**src/rtl/stopwatch_ctrl.sv**
```systemverilog
// Stopwatch front-panel control: key synchronizers, debouncers, control FSM and display hold.
// Optional lap-freeze feature is enabled by defining STOPWATCH_CTRL_LAP_EN.

module stopwatch_ctrl_debounce #(
    parameter int DB_CYCLES = 1000
) (
    input  logic clk,
    input  logic rst_n,
    input  logic key_n,
    output logic press
);
    localparam int CW = $clog2(DB_CYCLES + 1);
    localparam logic [CW-1:0] CNT_LAST = CW'(DB_CYCLES - 1);

    logic [1:0]    sync_r;
    logic          level_r;
    logic [CW-1:0] cnt_r;
    logic          press_r;

    // Two-flop synchronizer, stability counter and single-cycle press pulse on a debounced fall
    always_ff @(posedge clk or negedge rst_n) begin
        if (!rst_n) begin
            sync_r  <= 2'b11;
            level_r <= 1'b1;
            cnt_r   <= '0;
            press_r <= 1'b0;
        end else begin
            sync_r  <= {sync_r[0], key_n};
            press_r <= 1'b0;
            if (sync_r[1] == level_r) begin
                cnt_r <= '0;
            end else if (cnt_r == CNT_LAST) begin
                level_r <= ~level_r;
                cnt_r   <= '0;
                press_r <= level_r;
            end else begin
                cnt_r <= cnt_r + CW'(1);
            end
        end
    end

    assign press = press_r;
endmodule

module stopwatch_ctrl_checker (
    input logic clk,
    input logic rst_n,
    input logic run,
    input logic clear,
    input logic lap_active
);
    a_clear_single: assert property (@(posedge clk) disable iff (!rst_n) clear |=> !clear);
    a_clear_stopped: assert property (@(posedge clk) disable iff (!rst_n) clear |-> !run);
    a_lap_runs: assert property (@(posedge clk) disable iff (!rst_n) lap_active |-> run);
endmodule

module stopwatch_ctrl #(
    parameter int DB_CYCLES = 1000
) (
    input  logic       CLK,
    input  logic       RESET_N,
    input  logic       KEY_START_N,
    input  logic       KEY_LAP_N,
    input  logic [3:0] MIN,
    input  logic [3:0] TENSEC,
    input  logic [3:0] SEC,
    input  logic [3:0] DECISEC,
    input  logic [3:0] CENTISEC,
    output logic       RUN,
    output logic       CLEAR,
    output logic       LAP_ACTIVE,
    output logic [3:0] D_MIN,
    output logic [3:0] D_TENSEC,
    output logic [3:0] D_SEC,
    output logic [3:0] D_DECISEC,
    output logic [3:0] D_CENTISEC
);
    typedef enum logic [1:0] {
        ST_IDLE    = 2'd0,
        ST_RUNNING = 2'd1,
        ST_LAP     = 2'd2,
        ST_STOPPED = 2'd3
    } state_t;

    state_t      state_r;
    state_t      next_state_s;
    logic        start_ev_s;
    logic        lap_ev_s;
    logic        clear_s;
    logic        capture_s;
    logic [19:0] live_s;
    logic [19:0] disp_next_s;
    logic [19:0] disp_r;
    logic        run_r;
    logic        clear_r;
    logic        lap_active_r;

    assign live_s = {MIN, TENSEC, SEC, DECISEC, CENTISEC};

    stopwatch_ctrl_debounce #(.DB_CYCLES(DB_CYCLES)) u_db_start (
        .clk   (CLK),
        .rst_n (RESET_N),
        .key_n (KEY_START_N),
        .press (start_ev_s)
    );

    stopwatch_ctrl_debounce #(.DB_CYCLES(DB_CYCLES)) u_db_lap (
        .clk   (CLK),
        .rst_n (RESET_N),
        .key_n (KEY_LAP_N),
        .press (lap_ev_s)
    );

    // Next-state decode; a start event always takes priority over a lap event
    always_comb begin
        next_state_s = state_r;
        clear_s      = 1'b0;
        capture_s    = 1'b0;
        case (state_r)
            ST_IDLE: begin
                if (start_ev_s) begin
                    next_state_s = ST_RUNNING;
                end else begin
                    next_state_s = ST_IDLE;
                end
            end
            ST_RUNNING: begin
                if (start_ev_s) begin
                    next_state_s = ST_STOPPED;
                end else if (lap_ev_s) begin
`ifdef STOPWATCH_CTRL_LAP_EN
                    next_state_s = ST_LAP;
                    capture_s    = 1'b1;
`else
                    next_state_s = ST_RUNNING;
`endif
                end else begin
                    next_state_s = ST_RUNNING;
                end
            end
            ST_LAP: begin
`ifdef STOPWATCH_CTRL_LAP_EN
                if (start_ev_s) begin
                    next_state_s = ST_STOPPED;
                end else if (lap_ev_s) begin
                    next_state_s = ST_RUNNING;
                end else begin
                    next_state_s = ST_LAP;
                end
`else
                next_state_s = ST_IDLE;
`endif
            end
            ST_STOPPED: begin
                if (start_ev_s) begin
                    next_state_s = ST_RUNNING;
                end else if (lap_ev_s) begin
                    next_state_s = ST_IDLE;
                    clear_s      = 1'b1;
                end else begin
                    next_state_s = ST_STOPPED;
                end
            end
            default: begin
                next_state_s = ST_IDLE;
            end
        endcase
    end

    // State register and registered control outputs derived from the next state
    always_ff @(posedge CLK or negedge RESET_N) begin
        if (!RESET_N) begin
            state_r      <= ST_IDLE;
            run_r        <= 1'b0;
            clear_r      <= 1'b0;
            lap_active_r <= 1'b0;
        end else begin
            state_r      <= next_state_s;
            run_r        <= (next_state_s == ST_RUNNING) || (next_state_s == ST_LAP);
            clear_r      <= clear_s;
`ifdef STOPWATCH_CTRL_LAP_EN
            lap_active_r <= (next_state_s == ST_LAP);
`else
            lap_active_r <= 1'b0;
`endif
        end
    end

`ifdef STOPWATCH_CTRL_LAP_EN
    logic [19:0] lap_r;

    // Lap capture register, loaded with the live digits on the edge that enters LAP
    always_ff @(posedge CLK or negedge RESET_N) begin
        if (!RESET_N) begin
            lap_r <= 20'd0;
        end else if (capture_s) begin
            lap_r <= live_s;
        end else begin
            lap_r <= lap_r;
        end
    end

    // On entry the live value equals the value being captured, so live is shown that edge
    assign disp_next_s = ((state_r == ST_LAP) && (next_state_s == ST_LAP)) ? lap_r : live_s;
`else
    assign disp_next_s = live_s;
`endif

    // Display register feeding the seven-segment decoders
    always_ff @(posedge CLK or negedge RESET_N) begin
        if (!RESET_N) begin
            disp_r <= 20'd0;
        end else begin
            disp_r <= disp_next_s;
        end
    end

    assign RUN        = run_r;
    assign CLEAR      = clear_r;
    assign LAP_ACTIVE = lap_active_r;
    assign D_MIN      = disp_r[19:16];
    assign D_TENSEC   = disp_r[15:12];
    assign D_SEC      = disp_r[11:8];
    assign D_DECISEC  = disp_r[7:4];
    assign D_CENTISEC = disp_r[3:0];

    stopwatch_ctrl_checker u_checker (
        .clk        (CLK),
        .rst_n      (RESET_N),
        .run        (run_r),
        .clear      (clear_r),
        .lap_active (lap_active_r)
    );
endmodule

```
**config.mk**
```make
export PLATFORM = sky130hd
export DESIGN_NAME = stopwatch_ctrl
export DESIGN_NICKNAME = d
export VERILOG_FILES = /design/src/rtl/stopwatch_ctrl.sv
export SDC_FILE = /design/constraint.sdc
export NUM_CORES = 1
export LEC_CHECK = 0
export CAP_MARGIN = 20
export CELL_PAD_IN_SITES_DETAIL_PLACEMENT = 2
export CELL_PAD_IN_SITES_GLOBAL_PLACEMENT = 2
export CORE_ASPECT_RATIO = 0.75
export CORE_MARGIN = 2
export CORE_UTILIZATION = 34
export DETAILED_ROUTE_END_ITERATION = 8
export MAX_ROUTING_LAYER = met4
export PLACE_DENSITY_LB_ADDON = 0.1
export SYNTH_ARGS = -nofsm -noshare
export SYNTH_HDL_FRONTEND = slang
export SYNTH_SLANG_ARGS = --single-unit
```
**constraint.sdc**
```tcl
create_clock -name CLK -period 2.6 [get_ports CLK]
set_clock_uncertainty 0.2 [all_clocks]
set_input_delay 0.26 -clock CLK [delete_from_list [all_inputs] [get_ports CLK]]
set_output_delay 0.26 -clock CLK [all_outputs]
set_load 0.01 [all_outputs]
```
# Word-level counts from Yosys, hierarchy flattened
# Cells that the tools add are included.
# word_totals
wordCells	47
output_inout_bits	23
ff_bits	52
# op_classes
add_sub_neg	2
n_reduce_logical	4
eq_ne	9
bitwise	4
mux	16
# op_table
cell	n
10-bit two-way mux	4
10-bit by 1-bit adder with 10-bit output, second input constant	2
10-bit == test, second input constant	2
1-bit two-way mux	8
2-bit one-hot mux with 4 select lines	1
2-bit == test, second input constant	3
2-bit two-way mux	3
2-bit by 1-bit == test with 1-bit output, second input constant	2
1-bit NOT	4
2-bit AND reduction	2
1-bit == test	2
2-bit zero test	1
1-bit logical OR	1

# Logic depth before layout (Yosys ltp)
# depth
word_depth	5
mapped_depth	5
mapped_depth_nobuf	5

# Modules after synthesis
# A second synthesis with hierarchy kept.
# unflattened
cells_unflattened	155
area_unflattened_um2	1983.2
# modules_own_cells
mod	cells_per_inst	area_per_inst_um2	instances
stopwatch_ctrl_debounce	58	650.6	2
stopwatch_ctrl	39	681.9	1

# Worst setup path after synthesis
# No wires, ideal clock.
# synth_timing
kind	register to register
startpoint	reg u_db_start.cnt_r[0]
endpoint	reg u_db_start.level_r
period_less_slack_ns	1.736
n_path_buf	0
required_ns	2.318
arrival_time_ns	1.454
path_slack_ns	0.864
stages_incl_launch_ff	6
cell_sequence	dfrtp_1 ha_1 nand2_2 nor4b_4 nand3_2 mux2_4
# synth_via
elab_chain_len	2
# synth_lines
element	line_no	rtl
start: declaration	17	logic [CW-1:0] cnt_r;
start signal: assignment	37	cnt_r <= cnt_r + CW'(1);
10-bit == test	32	end else if (cnt_r == CNT_LAST) begin
2-bit AND reduction (no line)	--	
end signal: assignment	33	level_r <= ~level_r;
end: declaration	16	logic level_r;
# No other way between the ends.
# A chain may end at the register's enable or synchronous reset.

# Final worst setup path
# Ends and elaborated chain as after synthesis.

==> results.sh <==
export IMPL_postPlaceCellArea_sq_um=2450
export IMPL_cts_root_buf="clkbuf_8"
export IMPL_ys_seq_area_share_pct=68.8
export IMPL_dieArea_sq_um=6210
export IMPL_post_cts_resized=0
export IMPL_multi_input_area_sq_um=578
export IMPL_power_leakage_nw=1.13
export IMPL_fin_cells=274
export IMPL_regArea_sq_um=1310
export IMPL_vias=1274
export IMPL_antenna_found_initial=0
export IMPL_synth_top_area_cell="dfrtp_1"
export IMPL_synth_nets=170
export IMPL_drtIter0Drc=33
export IMPL_fill_cells=540
export IMPL_yosysTopAreaCellShare_pct=60.5
export IMPL_critical_path_startpoint="u_db_start.cnt_r[0]$_DFF_PN0_"
export IMPL_grt_overflow=0
export IMPL_top_layer="met4"
export IMPL_finalPower_mw=1.56
export IMPL_dp_hpwl_um=3220
export IMPL_layout_drive_gt1_share_pct=13.6
export IMPL_grt_use_total_pct=16.1
export IMPL_max_vdd_ir_drop_uv=248
export IMPL_worstPathRequired_ps=2630
export IMPL_routed_via_density=4.65
export IMPL_cts_tree="done"
export IMPL_cp_slowest_cell="dfrtp_1"
export IMPL_clock_latency_ps=300
export IMPL_n_antenna_cell=0
export IMPL_synth_area_leaders="dfrtp_1, dfstp_2, nor2_1"
export IMPL_path_delay_family="simple AND/OR/NAND/NOR gates"
export IMPL_clock_path_buffers=2
export IMPL_max_slew_margin_pct=43.8
export IMPL_r2r_start="u_db_start.cnt_r[0]$_DFF_PN0_"
export IMPL_p_per_area_nw_per_um2=603
export IMPL_syn_inst=144
export IMPL_status="finished clean"
export IMPL_cp_cell_sequence="ha_1 -> nand2_2 -> nor4b_4 -> nand3_2 -> mux2_4"
export IMPL_dr_wl_met3_um=218
export IMPL_tns_ps=0
export IMPL_setup_viol=0
export IMPL_finalCritPeriodShare_pct=73.3
export IMPL_io_buffers=45
export IMPL_mostFrequentLayoutCells="dfrtp_1, clkdlybuf4s50_1, nor2_1"
export IMPL_fp_coreArea_sq_um=5380
export IMPL_ys_ff_latch=52
export IMPL_wl_per_cell_um=16.3
export IMPL_slew_viol_final=0
export IMPL_postLayoutCellArea_sq_um=2580
export IMPL_dieHeight_um=68.8
export IMPL_cts_sinks=52
export IMPL_htreeDepth=2
export IMPL_avgSynthCellArea_sq_um=13.2
export IMPL_dr_wl_met2_um=2230
export IMPL_initial_utilization_pct=35.3
export IMPL_critPathKind="register to register"
export IMPL_yosysWarnings=0
export IMPL_hold_violations=0
export IMPL_drc=0
export IMPL_layout_commonest_cell="dfrtp_1"
export IMPL_min_from="u_db_lap.sync_r[0]$_DFF_PN1_"
export IMPL_placedCellCount=265
export IMPL_cts_made_buffers=5
export IMPL_wl_met1_um=1980
export IMPL_crit_path_start_kind="register"
export IMPL_rsz0062_at_grt="no"
export IMPL_layout_nets=224
export IMPL_finalWirelength_um=4470
export IMPL_grt_pass1_vias=1468
export IMPL_slowest_delay_ps=420
export IMPL_end_kind="register"
export IMPL_period_needed_ps=1910
export IMPL_synth_distinct_cells=33
export IMPL_max_clock_freq_mhz=525
export IMPL_path_clk_slew_ps=90
export IMPL_die_w_um=90.4
export IMPL_first_pass_iters=4
export IMPL_ant_nets=0
export IMPL_tightest_slew_ps=843
export IMPL_max_cap_violations=0
export IMPL_crit_fanout=5
export IMPL_cp_arrival_ps=1940
export IMPL_synthToLayoutAreaGrowth_pct=35.7
export IMPL_pin_count=47
export IMPL_crit_buf_inv=0
export IMPL_hp_class="register to register"
export IMPL_utilization_pct=47.9
export IMPL_grt_pass1_wl_um=7330
export IMPL_grt_max_degree=39
export IMPL_place_congestion=0.726
export IMPL_syn_cell_area_sq_um=1900
export IMPL_rows=23
[state kept, by name (all words and copies together) (netlist names)]
name                cells
CLEAR                   1
RUN                     1
u_db_start.cnt_r       10
u_db_lap.cnt_r         10
u_db_lap.press          1
disp_r                 20
u_db_start.level_r      1
u_db_lap.level_r        1
u_db_start.press        1
state_r                 2
u_db_lap.sync_r         2
u_db_start.sync_r       2
[worst paths after layout]
check                                            endpoint  slack, ps  depth (start not counted)
min reg2reg                  u_db_lap.sync_r[1]$_DFF_PN1_        160                          0
max in group asynchronous             disp_r[6]$_DFF_PN0_       1140                          3
max reg2reg                u_db_start.level_r$_DFFE_PN1P_        690                          5
min in group asynchronous                 CLEAR$_DFF_PN0_        410                          2
max                        u_db_start.level_r$_DFFE_PN1P_        690                          5
min                          u_db_lap.sync_r[1]$_DFF_PN1_        160                          0
[metal layers]
layer | up-vias | GRT usage, %
met3 | 5 | 5.11
met2 | 34 | 27.0
met4 | 0 | 4.62
met1 | 643 | 19.2
li1 | 592 | -
met5 | - | -
[through the flow]
stage	hold WS [ps]	worst slack (ps)
2_1_floorplan	-236	864
3_3_place_gp	145	777
3_5_place_dp	152	707
4_1_cts	155	680
5_1_grt	157	589
6_report	165	695
[where the power goes]
part           internal, mW  total (mW)  switching [mW]  leakage, nW
Combinational        0.0686       0.120          0.0511        0.414
Sequential            0.837       0.852          0.0154        0.654
Clock                 0.315       0.583           0.268       0.0614
[cell families after synthesis]
| family | Yosys count | synth area share [%] |
|---|---|---|
| adder cells (fa/ha/maj) | 2 | 1.32 |
| AND/OR/NAND/NOR | 56 | 16.3 |
| XOR/XNOR | 14 | 6.45 |
| flip-flops | 52 | 68.8 |
| multiplexers | 2 | 1.38 |
| other | 1 | 0.197 |
| AO/OA/AOI/OAI | 14 | 4.80 |
| buffers and inverters | 3 | 0.790 |
[synth_stat cells]
master and instances:
nand2b_1 1, nor4b_4 1, and3_1 3, xor2_1 7
a21o_2 1, o21a_1 1, nand2_1 2, o21ai_0 3
nand2_2 1, nor3b_1 2, dfstp_2 6, dfrtp_1 46
mux2_2 1, a31oi_1 2, nor2_1 25, nand3_1 8
inv_1 2, or3_1 1, conb_1 1, and4bb_2 1
nand4_1 2, ha_1 2, buf_4 1, nor4_1 1
nor2b_1 4, and3_2 1, o211a_1 1, mux2_4 1
a21oi_1 4, xnor2_1 7, and4_1 2, nand3_2 1
a31o_2 2
[worst register-to-register path: stages (launching register included)]
cell	delay, ps
dfrtp_1	420
ha_1	240
nand2_2	90
nor4b_4	400
nand3_2	160
mux2_4	320
[final cells by class]
cell class | instances | share of cell area (%)
clock buffer | 6 | 3.20
clock inverter | 2 | 1.50
inverter | 2 | 0.291
multi-input combinational | 89 | 22.4
sequential | 52 | 50.7
tap | 75 | 3.64
timing repair buffer | 48 | 18.2
[timing repair]
| action | in CTS | in global routing |
|---|---|---|
| hold buffers | 1 | 0 |
| buffers inserted | 0 | 0 |
| endpoints found under the hold margin | 30 | 0 |
No activity file was read; power rests on OpenSTA's default activity.
